==> src/rtl/id_ex_hazard_stage.sv <==
// ID/EX pipeline register with load-use hazard detection, flush squashing
// and a saturating count of inserted bubble cycles.
module id_ex_hazard_stage #(
  parameter int DATA_W = 32,
  parameter int CNT_W  = 16
) (
  input  logic              clk,
  input  logic              rst_n,
  input  logic              Flush,
  input  logic [4:0]        IF_ID_RegisterRs,
  input  logic [4:0]        IF_ID_RegisterRt,
  input  logic [4:0]        IF_ID_RegisterRd,
  input  logic [8:0]        ID_Ctrl,
  input  logic [DATA_W-1:0] ID_ReadData1,
  input  logic [DATA_W-1:0] ID_ReadData2,
  input  logic [DATA_W-1:0] ID_SignExtImm,
  output logic              PCWrite,
  output logic              IF_ID_Write,
  output logic [8:0]        ID_EX_Ctrl,
  output logic              ID_EX_RegWrite,
  output logic              ID_EX_MemRead,
  output logic [DATA_W-1:0] ID_EX_ReadData1,
  output logic [DATA_W-1:0] ID_EX_ReadData2,
  output logic [DATA_W-1:0] ID_EX_SignExtImm,
  output logic [4:0]        ID_EX_RegisterRs,
  output logic [4:0]        ID_EX_RegisterRt,
  output logic [4:0]        ID_EX_RegisterRd,
  output logic [CNT_W-1:0]  StallCount
);

  logic stall;
  logic bubble;
  logic countEn;

  // A load in EX whose destination is a source of the ID instruction cannot
  // be forwarded in time; $0 is never a real dependency.
  assign stall = ID_EX_MemRead && (ID_EX_RegisterRt != 5'd0) &&
                 ((ID_EX_RegisterRt == IF_ID_RegisterRs) ||
                  (ID_EX_RegisterRt == IF_ID_RegisterRt));

  assign bubble      = Flush || stall;
  assign PCWrite     = !stall || Flush;
  assign IF_ID_Write = !stall || Flush;
  assign countEn     = stall && !Flush && (StallCount != {CNT_W{1'b1}});

  assign ID_EX_RegWrite = ID_EX_Ctrl[8];
  assign ID_EX_MemRead  = ID_EX_Ctrl[6];

  // NOTE: state registers use non-blocking assignments so every flop samples
  // the pre-edge values, independent of the order of statements.
  always_ff @(posedge clk or negedge rst_n) begin
    if (!rst_n) begin
      ID_EX_Ctrl       <= '0;
      ID_EX_ReadData1  <= '0;
      ID_EX_ReadData2  <= '0;
      ID_EX_SignExtImm <= '0;
      ID_EX_RegisterRs <= '0;
      ID_EX_RegisterRt <= '0;
      ID_EX_RegisterRd <= '0;
    end else if (bubble) begin
      // Zeroed specifiers keep the forwarding unit from matching on a bubble.
      ID_EX_Ctrl       <= '0;
      ID_EX_ReadData1  <= '0;
      ID_EX_ReadData2  <= '0;
      ID_EX_SignExtImm <= '0;
      ID_EX_RegisterRs <= '0;
      ID_EX_RegisterRt <= '0;
      ID_EX_RegisterRd <= '0;
    end else begin
      ID_EX_Ctrl       <= ID_Ctrl;
      ID_EX_ReadData1  <= ID_ReadData1;
      ID_EX_ReadData2  <= ID_ReadData2;
      ID_EX_SignExtImm <= ID_SignExtImm;
      ID_EX_RegisterRs <= IF_ID_RegisterRs;
      ID_EX_RegisterRt <= IF_ID_RegisterRt;
      ID_EX_RegisterRd <= IF_ID_RegisterRd;
    end
  end

  always_ff @(posedge clk or negedge rst_n) begin
    if (!rst_n) begin
      StallCount <= '0;
    end else if (countEn) begin
      StallCount <= StallCount + 1'b1;
    end
  end

endmodule

==> config.mk <==
export PLATFORM = sky130hd
export DESIGN_NAME = id_ex_hazard_stage
export DESIGN_NICKNAME = d
export VERILOG_FILES = /design/src/rtl/id_ex_hazard_stage.sv
export SDC_FILE = /design/constraint.sdc
export NUM_CORES = 1
export LEC_CHECK = 0
export ABC_AREA = 1
export BUFFER_PORTS_ARGS = -buffer_cell sky130_fd_sc_hd__buf_2
export CAP_MARGIN = 20
export CORE_MARGIN = 3
export CORE_UTILIZATION = 50
export CTS_BUF_LIST = sky130_fd_sc_hd__clkbuf_4
export DETAILED_ROUTE_END_ITERATION = 12
export GPL_ROUTABILITY_DRIVEN = 0
export PLACE_DENSITY = 0.95
export REMOVE_ABC_BUFFERS = 1
export SLEW_MARGIN = 20
export SYNTH_ARGS = -nofsm -noshare
export SYNTH_HDL_FRONTEND = slang
export SYNTH_SLANG_ARGS = --single-unit
==> constraint.sdc <==
create_clock -name clk -period 3.05 [get_ports clk]
set_input_delay 0.61 -clock clk [delete_from_list [all_inputs] [get_ports clk]]
set_output_delay 0.61 -clock clk [all_outputs]
set_load 0.05 [all_outputs]
# == Yosys cells after proc, flatten, opt, wreduce, memory -nomap -nowiden ==
# Index checks and enable logic that the tools add are counted.
# classes
addsub,1
n_eq_ne,3
muxes,7
reduce_logical,10
# op_table
cell,count
32-bit 2-to-1 mux,3
16-bit by 1-bit adder with 16-bit output (second input constant),1
16-bit != test (second input constant),1
5-bit 2-to-1 mux,3
5-bit == test,2
9-bit 2-to-1 mux,1
5-bit nonzero test,1
1-bit logical AND,4
1-bit logical OR,3
1-bit zero test,2
# totals
ff_bits,136
input_bits,123
elab_cells,29

# == Longest topological paths before layout ==
# depth
word_depth,5
depth_mapped,11
mapped_depth_nobuf,10

# == Worst setup path before layout ==
# No wires, ideal clock.
# synth_timing
kind,register to output
startpoint,reg ID_EX_RegisterRt[3]
endpoint,out PCWrite
t_arrival_ns,1.746
required_time_ns,2.440
path_slack_ns,0.694
path_stages_with_launch,9
n_path_buf,1
path_cell_list,dfrtp_1 -> inv_1 -> nand2_1 -> nand2_1 -> nor2_1 -> nand3_1 -> nand2_2 -> nand3_2 -> buf_4
# synth_between
elab_chain_cells,5
word_cells_on_any_way,8
# synth_rtl
item,line,text
from (decl),26,"output logic [4:0] ID_EX_RegisterRt,"
from (signal assigned),75,ID_EX_RegisterRt <= IF_ID_RegisterRt;
5-bit == test (tied with other cells),38,((ID_EX_RegisterRt == IF_ID_RegisterRs) ||
1-bit logical OR or 1-bit logical AND (tied branches),"38, 37",
1-bit logical AND *,37,assign stall = ID_EX_MemRead && (ID_EX_RegisterRt != 5'd0) &&
1-bit zero test *,-,
1-bit logical OR *,-,
to (decl),17,"output logic PCWrite,"
# Every way passes the cells marked *; elsewhere a longest branch is shown, timed or not.

# == Worst setup path after layout ==
# layout_timing
startpoint,reg ID_EX_RegisterRt[3]
endpoint,out IF_ID_Write
# layout_between
elab_chain_cells,5
word_cells_on_any_way,8
# layout_rtl
item,line,text
5-bit == test (tied with other cells),38,
1-bit logical OR or 1-bit logical AND (tied branches),"38, 37",
1-bit logical AND *,37,
1-bit zero test *,43,assign IF_ID_Write = !stall || Flush;
1-bit logical OR *,43,
to (decl),18,"output logic IF_ID_Write,"
# Marked as above.

==> results.json <==
{
  "power_density_mw_per_mm2": 560,
  "drc_errors": 0,
  "tns_ns": 0,
  "ir_worst_vdd_mv": 0.314,
  "crit_type": "reg2out",
  "ys_seq_area_frac": 0.653,
  "clk_pin_slew_ns": 0.13,
  "slew_headroom": 0.678,
  "dr.pass1.iters": 4,
  "dp_hpwl_mm": 10.1,
  "post-place-ws_ns": 0.876,
  "cp-endpoint": "IF_ID_Write",
  "cp-start-kind": "flop",
  "post_drt_wl_per_cell_um": 13.4,
  "io_buffers": 262,
  "path_max_fanout": 4,
  "die_height_um": 108,
  "drv_cap": 0,
  "syn-instance-count": 553,
  "die_w_um": 108,
  "drive_gt1_frac": 0.367,
  "clockBufferDepth": 2,
  "die-area_mm2": 0.0117,
  "synth_seq_cells": 136,
  "finalMaxSlewViolations": 0,
  "cts_buffers": 17,
  "first_iter_violations": 202,
  "cts_tree": "done",
  "via_count": 4253,
  "rrSetupSlack_ns": 1.13,
  "synthDistinctLibCells": 20,
  "setup_ws_ns": 0.617,
  "crit_required_ns": 2.44,
  "worstSetupEndpointType": "output pin",
  "fin_crit_sh": 0.798,
  "postSynthAreaPerCell_um2": 9.42,
  "finalCriticalPeriod_ns": 2.43,
  "wl_met2_mm": 6.90,
  "wl_met3_mm": 1.20,
  "r2r_end": "ID_EX_ReadData1[28]",
  "finalSetupViolCount": 0,
  "clock_latency_ns": 0.50,
  "ant_nets": 0,
  "grt_pass1_vias": 4405,
  "htree_levels": 4,
  "vias_per_cell": 4.40,
  "area_growth_pct": 32.5,
  "clock_skew_ns": 0.0238,
  "final_area_mm2": 0.00691,
  "yosysTopAreaCellShare": 0.653,
  "fmax_ghz": 0.411,
  "coreArea_mm2": 0.00995,
  "r2r-start": "ID_EX_RegisterRt[3]",
  "synth_area_leaders": "dfrtp_1, nor2_1, inv_1",
  "power_uw": 3860,
  "placed_area_mm2": 0.00659,
  "cts_root_buf": "clkbuf_4",
  "grt-ovfl-total": 0,
  "rsz0062_at_grt": "no",
  "pin_count": 263,
  "grt_util_all_layers": 0.229,
  "yosysTopAreaCell": "dfrtp_1",
  "hold_violations": 0,
  "initial_utilization": 0.524,
  "antenna_found_initial": 0,
  "final_nets": 945,
  "rows": 36,
  "rr_worst_depth": 10,
  "clock_sinks": 136,
  "grt_max_degree": 66,
  "syn_area_mm2": 0.00521,
  "wirelength_mm": 13.0,
  "yosys_warnings": 0,
  "hold_ws_ns": 0.296,
  "status": "finished clean",
  "antennaDiodeCount": 0,
  "p_leak_uw": 0.00437,
  "cts-resized-gates": 0,
  "crit_arrival_ns": 1.82,
  "highest-signal-layer": "met4",
  "hp-class": "in2reg",
  "critPathLaunch": "ID_EX_RegisterRt[3]",
  "worst_pin_slew_ns": 0.483,
  "drt-met1-wl_mm": 4.56,
  "grt_pass1_wl_mm": 20.5
}
==> synthesized netlist by cell type <==
| master | instances |
|---|---|
| xor2_1 | 11 |
| nand4_2 | 1 |
| nor3_1 | 3 |
| nand2_1 | 86 |
| buf_2 | 3 |
| nand4_1 | 3 |
| inv_2 | 2 |
| nand3_1 | 10 |
| nor2_1 | 138 |
| dfrtp_1 | 136 |
| inv_1 | 134 |
| nand2_2 | 1 |
| buf_6 | 10 |
| ha_1 | 1 |
| xnor2_1 | 5 |
| nor3_2 | 1 |
| buf_4 | 5 |
| nor2_4 | 1 |
| o21ai_0 | 1 |
| nand3_2 | 1 |
==> sequential cells by signal, indices dropped and copies added (netlist names) <==
name and cells:
ID_EX_ReadData1 32, ID_EX_ReadData2 32, ID_EX_SignExtImm 32, StallCount 16
ID_EX_Ctrl 9, ID_EX_RegisterRd 5, ID_EX_RegisterRs 5, ID_EX_RegisterRt 5
==> per-stage QoR <==
| stage | util | std cells |
|---|---|---|
| 2_1_floorplan | - | 535 |
| 3_3_place_gp | 0.662 | 934 |
| 3_5_place_dp | 0.662 | 934 |
| 4_1_cts | 0.694 | 967 |
| 5_1_grt | 0.694 | 967 |
| 6_report | 0.694 | 967 |
==> critical path, stage by stage, from the launching register on <==
cell and delay (ns):
dfrtp_1 0.41, inv_1 0.09, nand2_1 0.06, nand2_1 0.04, nor2_1 0.16, nand3_1 0.11, nand2_2 0.11, nand3_2 0.11
buf_2 0.24
==> cells by family after synthesis <==
| logic type | after synthesis | synth area share |
|---|---|---|
| adder cells (fa/ha/maj) | 1 | 0.00240 |
| flip-flops | 136 | 0.653 |
| AND/OR/NAND/NOR | 245 | 0.187 |
| buffers and inverters | 154 | 0.130 |
| AO/OA/AOI/OAI | 1 | 0.000959 |
| XOR/XNOR | 16 | 0.0269 |
==> worst min path at each step <==
| stage | startpoint | endpoint | slack [ns] | cells after the start |
|---|---|---|---|---|
| after global placement | StallCount[15] | StallCount[15] | 0.49 | 2 |
| after floorplan | rst_n | ID_EX_Ctrl[0] | 0.31 | 0 |
| after CTS | ID_SignExtImm[6] | ID_EX_SignExtImm[6] | 0.24 | 3 |
| after global routing | ID_SignExtImm[6] | ID_EX_SignExtImm[6] | 0.24 | 3 |
| final | ID_SignExtImm[6] | ID_EX_SignExtImm[6] | 0.30 | 3 |
| after detailed placement | StallCount[15] | StallCount[15] | 0.51 | 2 |
==> placed cells by master, fill, tap and decap left out, types with 3 or more instances in the layout <==
cell type   netlist  layout
buf_2             3     261
nor2_1          138     138
dfrtp_1         136     136
inv_1           134     134
nand2_1          86      85
clkbuf_4          0      20
xor2_1           11      11
nand3_1          10      10
xnor2_1           5       5
clkinvlp_4        0       4
nand4_1           3       3
nor3_1            3       3
clkinv_2          0       3
bufinv_16         0       3
==> layout make-up <==
| class | instances | area [µm²] |
|---|---|---|
| clock buffers | 20 | 150 |
| clock inverters | 12 | 153 |
| fillers | 762 | 3050 |
| inverters | 136 | 510 |
| multi-input cells | 263 | 1140 |
| flip-flops and latches | 136 | 3400 |
| well taps | 133 | 166 |
| repair buffers | 267 | 1380 |
==> report_power, final <==
| part | total [µW] | leakage (µW) | internal, µW | switching (µW) |
|---|---|---|---|---|
| registers | 1930 | 0.00177 | 1890 | 36.0 |
| logic | 715 | 0.00244 | 173 | 542 |
| clock network | 1220 | 0.000155 | 594 | 627 |
| total | 3860 | 0.00437 | 2660 | 1200 |
==> repair_timing <==
| item | in CTS | in global routing |
|---|---|---|
| endpoints found under the hold margin | 5 | 0 |
| buffers inserted | 0 | 0 |
| hold buffers | 1 | 0 |
==> per-layer routing <==
layer  vias up  global-route usage
li1       2091                   -
met1      1938               0.246
met2       196               0.409
met3        28              0.0806
met4         0              0.0938
met5         -                   0
(Power assumes the default switching activity.)
